`src/rtl/mccoy_pkg.sv`:
```
// mccoy_pkg: shared types and default sizes for the mccoy accumulator core.
// Optional feature: define MCCOY_HALT_EN to turn opcode 7 into HALT (otherwise DEC).
package mccoy_pkg;

    localparam int unsigned DATA_W_DEF = 6;
    localparam int unsigned NREGS_DEF  = 8;
    localparam int unsigned PC_W_DEF   = 6;

    typedef enum logic [2:0] {
        OpAdd  = 3'd0,
        OpAddi = 3'd1,
        OpLd   = 3'd2,
        OpSt   = 3'd3,
        OpLi   = 3'd4,
        OpBez  = 3'd5,
        OpJa   = 3'd6,
`ifdef MCCOY_HALT_EN
        OpHalt = 3'd7
`else
        OpDec  = 3'd7
`endif
    } opcode_e;

`ifdef MCCOY_HALT_EN
    typedef enum logic [1:0] {
        StFetch = 2'd0,
        StExec  = 2'd1,
        StHalt  = 2'd2
    } state_e;
`else
    typedef enum logic [0:0] {
        StFetch = 1'b0,
        StExec  = 1'b1
    } state_e;
`endif

endpackage

```
`src/rtl/mccoy_regfile.sv`:
```
// mccoy_regfile: NREGS x DATA_W register file, asynchronous read,
// one synchronous write port, asynchronous clear on reset_n.
module mccoy_regfile
    import mccoy_pkg::*;
#(
    parameter int unsigned  DATA_W = DATA_W_DEF,
    parameter int unsigned  NREGS  = NREGS_DEF,
    localparam int unsigned REG_AW = $clog2(NREGS)
) (
    input  logic              clk,
    input  logic              reset_n,
    input  logic              we,
    input  logic [REG_AW-1:0] waddr,
    input  logic [DATA_W-1:0] wdata,
    input  logic [REG_AW-1:0] raddr,
    output logic [DATA_W-1:0] rdata
);

    logic [DATA_W-1:0] mem_q [NREGS];

    // Storage: whole array clears on reset, one entry written per cycle.
    always_ff @(posedge clk or negedge reset_n) begin
        if (!reset_n) begin
            mem_q <= '{default: '0};
        end else if (we) begin
            mem_q[waddr] <= wdata;
        end
    end

    assign rdata = mem_q[raddr];

endmodule

```
`src/rtl/mccoy_core_p.sv`:
```
// mccoy_core_p: two-cycle FETCH/EXEC accumulator core with an 8-opcode ISA,
// register file and registered debug mux.
// Optional feature: define MCCOY_HALT_EN to make opcode 7 HALT instead of DEC.
module mccoy_core_p
    import mccoy_pkg::*;
#(
    parameter int unsigned  DATA_W  = DATA_W_DEF,
    parameter int unsigned  NREGS   = NREGS_DEF,
    parameter int unsigned  PC_W    = PC_W_DEF,
    localparam int unsigned REG_AW  = $clog2(NREGS),
    localparam int unsigned INSTR_W = 3 + REG_AW
) (
    input  logic               clk,
    input  logic               reset_n,
    input  logic [INSTR_W-1:0] instr_i,
    input  logic               instr_valid,
    output logic               instr_ready,
    input  logic               dbg_sel,
    output logic [DATA_W-1:0]  dbg_o,
    output logic [PC_W-1:0]    pc_o,
    output logic [DATA_W-1:0]  acc_o,
    output logic               halted_o
);

    state_e             state_q, state_d;
    logic [INSTR_W-1:0] instr_q;
    logic [DATA_W-1:0]  acc_q, acc_d;
    logic [DATA_W-1:0]  dbg_q, dbg_d;
    logic [PC_W-1:0]    pc_q, pc_d;
    logic [PC_W-1:0]    pc_inc;
    logic [DATA_W-1:0]  rd_data;
    logic [DATA_W-1:0]  imm;
    logic [REG_AW-1:0]  a;
    opcode_e            op;
    logic               accept;
    logic               exec;
    logic               reg_we;

    assign op          = opcode_e'(instr_q[2:0]);
    assign a           = instr_q[INSTR_W-1:3];
    assign imm         = DATA_W'(a);
    assign pc_inc      = pc_q + PC_W'(1);
    // Ready is gated by reset_n so nothing is accepted while reset is held.
    assign instr_ready = (state_q == StFetch) & reset_n;
    assign accept      = instr_valid & instr_ready;
    assign exec        = (state_q == StExec);

    mccoy_regfile #(
        .DATA_W (DATA_W),
        .NREGS  (NREGS)
    ) u_regfile (
        .clk     (clk),
        .reset_n (reset_n),
        .we      (reg_we),
        .waddr   (a),
        .wdata   (acc_q),
        .raddr   (a),
        .rdata   (rd_data)
    );

    // FSM state register.
    always_ff @(posedge clk or negedge reset_n) begin
        if (!reset_n) begin
            state_q <= StFetch;
        end else begin
            state_q <= state_d;
        end
    end

    // FSM next state: FETCH waits for a handshake, EXEC lasts one cycle.
    always_comb begin
        state_d = state_q;
        unique case (state_q)
            StFetch: begin
                if (accept) begin
                    state_d = StExec;
                end
            end
            StExec: begin
                state_d = StFetch;
`ifdef MCCOY_HALT_EN
                if (op == OpHalt) begin
                    state_d = StHalt;
                end
`endif
            end
`ifdef MCCOY_HALT_EN
            StHalt:  state_d = StHalt;
`endif
            default: state_d = StFetch;
        endcase
    end

    // Datapath next state: everything commits only at the end of EXEC.
    always_comb begin
        acc_d  = acc_q;
        pc_d   = pc_q;
        reg_we = 1'b0;
        if (exec) begin
            pc_d = pc_inc;
            unique case (op)
                OpAdd:  acc_d = acc_q + rd_data;
                OpAddi: acc_d = acc_q + imm;
                OpLd:   acc_d = rd_data;
                OpSt:   reg_we = 1'b1;
                OpLi:   acc_d = imm;
                OpBez: begin
                    if (acc_q == '0) begin
                        pc_d = pc_q + PC_W'(imm);
                    end
                end
                OpJa:   pc_d = PC_W'(acc_q);
`ifdef MCCOY_HALT_EN
                OpHalt: pc_d = pc_inc;
`else
                OpDec:  acc_d = acc_q + {DATA_W{1'b1}};
`endif
                default: pc_d = pc_inc;
            endcase
        end
    end

    // Debug mux input, registered below for one cycle of latency.
    always_comb begin
        dbg_d = dbg_sel ? acc_q : DATA_W'(pc_q);
    end

    // Architectural state, instruction latch and debug register.
    always_ff @(posedge clk or negedge reset_n) begin
        if (!reset_n) begin
            instr_q <= '0;
            acc_q   <= '0;
            pc_q    <= '0;
            dbg_q   <= '0;
        end else begin
            if (accept) begin
                instr_q <= instr_i;
            end
            acc_q <= acc_d;
            pc_q  <= pc_d;
            dbg_q <= dbg_d;
        end
    end

    assign acc_o = acc_q;
    assign pc_o  = pc_q;
    assign dbg_o = dbg_q;

`ifdef MCCOY_HALT_EN
    assign halted_o = (state_q == StHalt);
`else
    assign halted_o = 1'b0;
`endif

endmodule

```
`config.mk`:
```
export PLATFORM = sky130hd
export DESIGN_NAME = mccoy_core_p
export DESIGN_NICKNAME = d
export VERILOG_FILES = /design/src/rtl/mccoy_pkg.sv /design/src/rtl/mccoy_regfile.sv /design/src/rtl/mccoy_core_p.sv
export SDC_FILE = /design/constraint.sdc
export NUM_CORES = 1
export LEC_CHECK = 0
export BUFFER_PORTS_ARGS = -buffer_cell sky130_fd_sc_hd__buf_2
export CAP_MARGIN = 20
export CORE_MARGIN = 5
export CORE_UTILIZATION = 40
export CTS_BUF_LIST = sky130_fd_sc_hd__clkbuf_8 sky130_fd_sc_hd__clkbuf_16
export DETAILED_ROUTE_END_ITERATION = 16
export GPL_TIMING_DRIVEN = 0
export HOLD_SLACK_MARGIN = 0.02
export SLEW_MARGIN = 0
export SYNTH_ARGS = -nofsm -noshare
export SYNTH_HDL_FRONTEND = slang
export SYNTH_SLANG_ARGS = --single-unit
```
`constraint.sdc`:
```
create_clock -name clk -period 7 [get_ports clk]
set_input_delay 0.35 -clock clk [delete_from_list [all_inputs] [get_ports clk]]
set_output_delay 0.35 -clock clk [all_outputs]
set_load 0.05 [all_outputs]
```
==> impl_metrics.toml <==
[cts]
cts_buffers = 9
clock_sinks = 73
cts_setup_buffers = 0
cts_tree = "yes"
clk_latency_ns = 0.36
cts_buffer_depth = 2
h-tree-depth = 3
root_buffer = "clkbuf_8"
clk_pin_slew_worst_paths_ns = 0.08

[yosys]
yosysWarnings = 0
ys_top_cells_by_count = "73 x dfrtp_1, 51 x mux2_2, 40 x nand2_1, 34 x o21ai_0, 17 x a21oi_1"
ys_ff_latch = 73
ys_seq_area_share_pct = 45.68
syn_nets = 398
postSynthAreaPerCell_um2 = 10.61
synth_flop_cell = "dfrtp_1"
synthTopCellsByArea = "dfrtp_1 46%, mux2_2 14%, o21ai_0 4.3%, nand2_1 3.8%, ha_1 2.8%"
yosysTopAreaCell = "dfrtp_1"
yosysMostFrequentCell = "dfrtp_1"
async_flop_share_pct = 100.0
synth_top_area_share_pct = 45.68
synth_edf_count = 0
synthesis.area_um2 = 3999
synthCells = 377
synth_cell_types = 53

[routing]
drt-initial-drc-count = 134
drc = 0
antenna_left = 0
post_drt_wl_per_cell_um = 18.17
first_pass_iters = 5
vias = 3069
vias_per_cell = 5.530
totalWireLength_um = 10080

[timing]
worstMarginPinSlew_ns = 0.7633
period_share_pct = 52.11
min_period_ns = 3.648
rsz0062_at_grt = "no"
slew_viol_final = 0
finalHoldViolCount = 0
final.setup.tns_ns = 0
setup_viol = 0
skew_ns = 0.01430
worst_slack_ns = 3.352
max_freq_ghz = 0.2742
relSlewSlack_pct = 48.89

[critical_path]
crit_chain = "buf_2 -> buf_4 -> mux2i_1 -> a21oi_1 -> nor2_1 -> a221oi_1 -> a21oi_1 -> o21ai_0 -> ha_1 -> a211oi_1 -> o21bai_1 -> a21oi_1 -> xor2_1 -> or4_1 -> nand3_1"
crit_top_cell = "a21oi_1"
worst-path-buf-inv = 2
cpMaxStageDelayCell = "dfrtp_1"
crit_path_max_incr_delay_ns = 0.44
cp_top_family = "compound AO/OA/AOI/OAI gates"
cp_data_arrival_time_ns = 3.94
path_max_fanout = 10
worstPathRequired_ns = 7.30
end_kind = "flop"
path_class = "reg -> reg"
startpoint_type = "flop"

[floorplanning]
die_w_um = 110.0
fp-row-count = 36
die_y_um = 110.0
ios = 30
core_region_area_um2 = 9774
start_util_pct = 40.91
dieArea_um2 = 12100

[grt]
grt_first_pass_wirelength_um = 16880
grt_use_total_pct = 18.44
grt_pass1_vias = 3171
antenna_found_initial = 0
grt_max_degree = 49
overflow = 0

[cells_and_area]
finalNonFillerCells = 555
drive_above_1_share_pct = 27.96
syn2layout_area_growth_pct = 13.14
nets = 438
multi_input_area_um2 = 2037
diodes = 0
fill_cells = 931
seq_area_um2 = 1827
fin_area_um2 = 4524

[power]
leakagePower_uw = 0.002048
finalPower_uw = 1675
p_int_uw = 911.5
power_frac_clock_pct = 18.8
peakVddDrop_mv = 0.1805
switching_share_pct = 45.58
pwr-share-seq_pct = 36.6
comb_power_share_pct = 44.7
p_sw_uw = 763.5
power.density_nw_per_um2 = 370.2

[place]
placedCellCount = 538
gp_congestion = 0.8294
placed_cell_area_um2 = 4330
dp_slack_ns = 3.400
hpwl_um = 7341
numPortBuffers = 27

[run_status]
status = "complete, no violations"

[job]
drv_cap = 0

[min_path]
hold_path_class = "in -> reg"
==> worst min-delay path: stages <==
cell     delay [ns]
buf_2          0.07
nand2_1        0.03
o21ai_0        0.06
==> cell type report <==
class / instances / area share [%]
Buffer: 21 / 2.157
Sequential cell: 73 / 40.38
Timing Repair Buffer: 29 / 3.872
Clock inverter: 7 / 1.327
Tap cell: 133 / 3.678
Multi-Input combinational cell: 273 / 45.02
Inverter: 10 / 0.8296
Clock buffer: 9 / 2.738
==> what timing repair did <==
action,CTS,global route
hold endpoints to repair,26,0
hold buffers,1,0
resized for setup,0,0
==> registers in the layout, indices dropped and copies added (netlist names) <==
name / cells
u_regfile.mem_q: 48
acc_o: 6
dbg_o: 6
instr_q: 6
pc_o: 6
exec: 1
==> routing by layer <==
metal	track usage [%]	vias up	routed length, µm
met5	0	-	0
met3	3.902	16	481
met4	5.521	0	170
met1	24.76	1514	4647
li1	-	1465	-
met2	29.94	74	4783
==> metrics by stage <==
step                hold slack (ns)  utilization (%)
global route                 0.2138            46.29
CTS                          0.1919            46.29
floorplan                   0.05441                -
global placement             0.4644            44.00
finish                       0.1957            46.29
detailed placement           0.2924            44.30
==> power groups by stage <==
stage,clock network [µW],logic [µW],registers [µW]
after global routing,344,819,627
after detailed placement,0,743,621
after CTS,323,748,613
after floorplan,0,410,749
after global placement,0,733,618
final,314,748,613
==> cell usage in the layout, fill, tap and decap left out, drive strengths merged, types with 3 or more instances in the layout <==
cell type  instances
nor2b              3
a21o               3
o22ai              7
nand2b             3
o211ai             5
a21oi             17
clkinv             3
mux2i              9
mux4               3
mux2              51
ha                 9
and2               3
or3                3
xnor2              4
nand2             40
nor3               3
a22o               4
o21ai             35
a211oi             3
dfrtp             73
a22oi              3
clkbuf            22
nor2              20
nand3              8
xor2               6
inv               12
buf               36
o221ai             7
==> logic make-up (layout without fill, tap and decap cells) <==
| family | Yosys count | in the layout | synth area share, % |
|---|---|---|---|
| flip-flops | 73 | 73 | 45.68 |
| multiplexers | 63 | 63 | 18.30 |
| buffers and inverters | 31 | 76 | 3.379 |
| AND/OR/NAND/NOR | 91 | 91 | 11.04 |
| XOR/XNOR | 10 | 10 | 2.190 |
| AO/OA/AOI/OAI | 97 | 97 | 15.49 |
| other | 1 | 1 | 0.09378 |
| adder cells (fa/ha/maj) | 11 | 11 | 3.817 |
==> path summary, 6_finish.rpt <==
path	from	to	slack (ns)	cells past startpoint
worst min register to register	u_regfile.mem_q[1]	u_regfile.mem_q[1]	0.49	2
worst max register to register	instr_q[5]	acc_o[5]	3.35	15
worst min-delay path	instr_i[3]	instr_q[3]	0.20	3
min in group asynchronous	reset_n	dbg_o[1]	0.43	2
worst max-delay path	instr_q[5]	acc_o[5]	3.35	15
max in group asynchronous	reset_n	u_regfile.mem_q[0]	6.01	3
(Power assumes the default switching activity.)
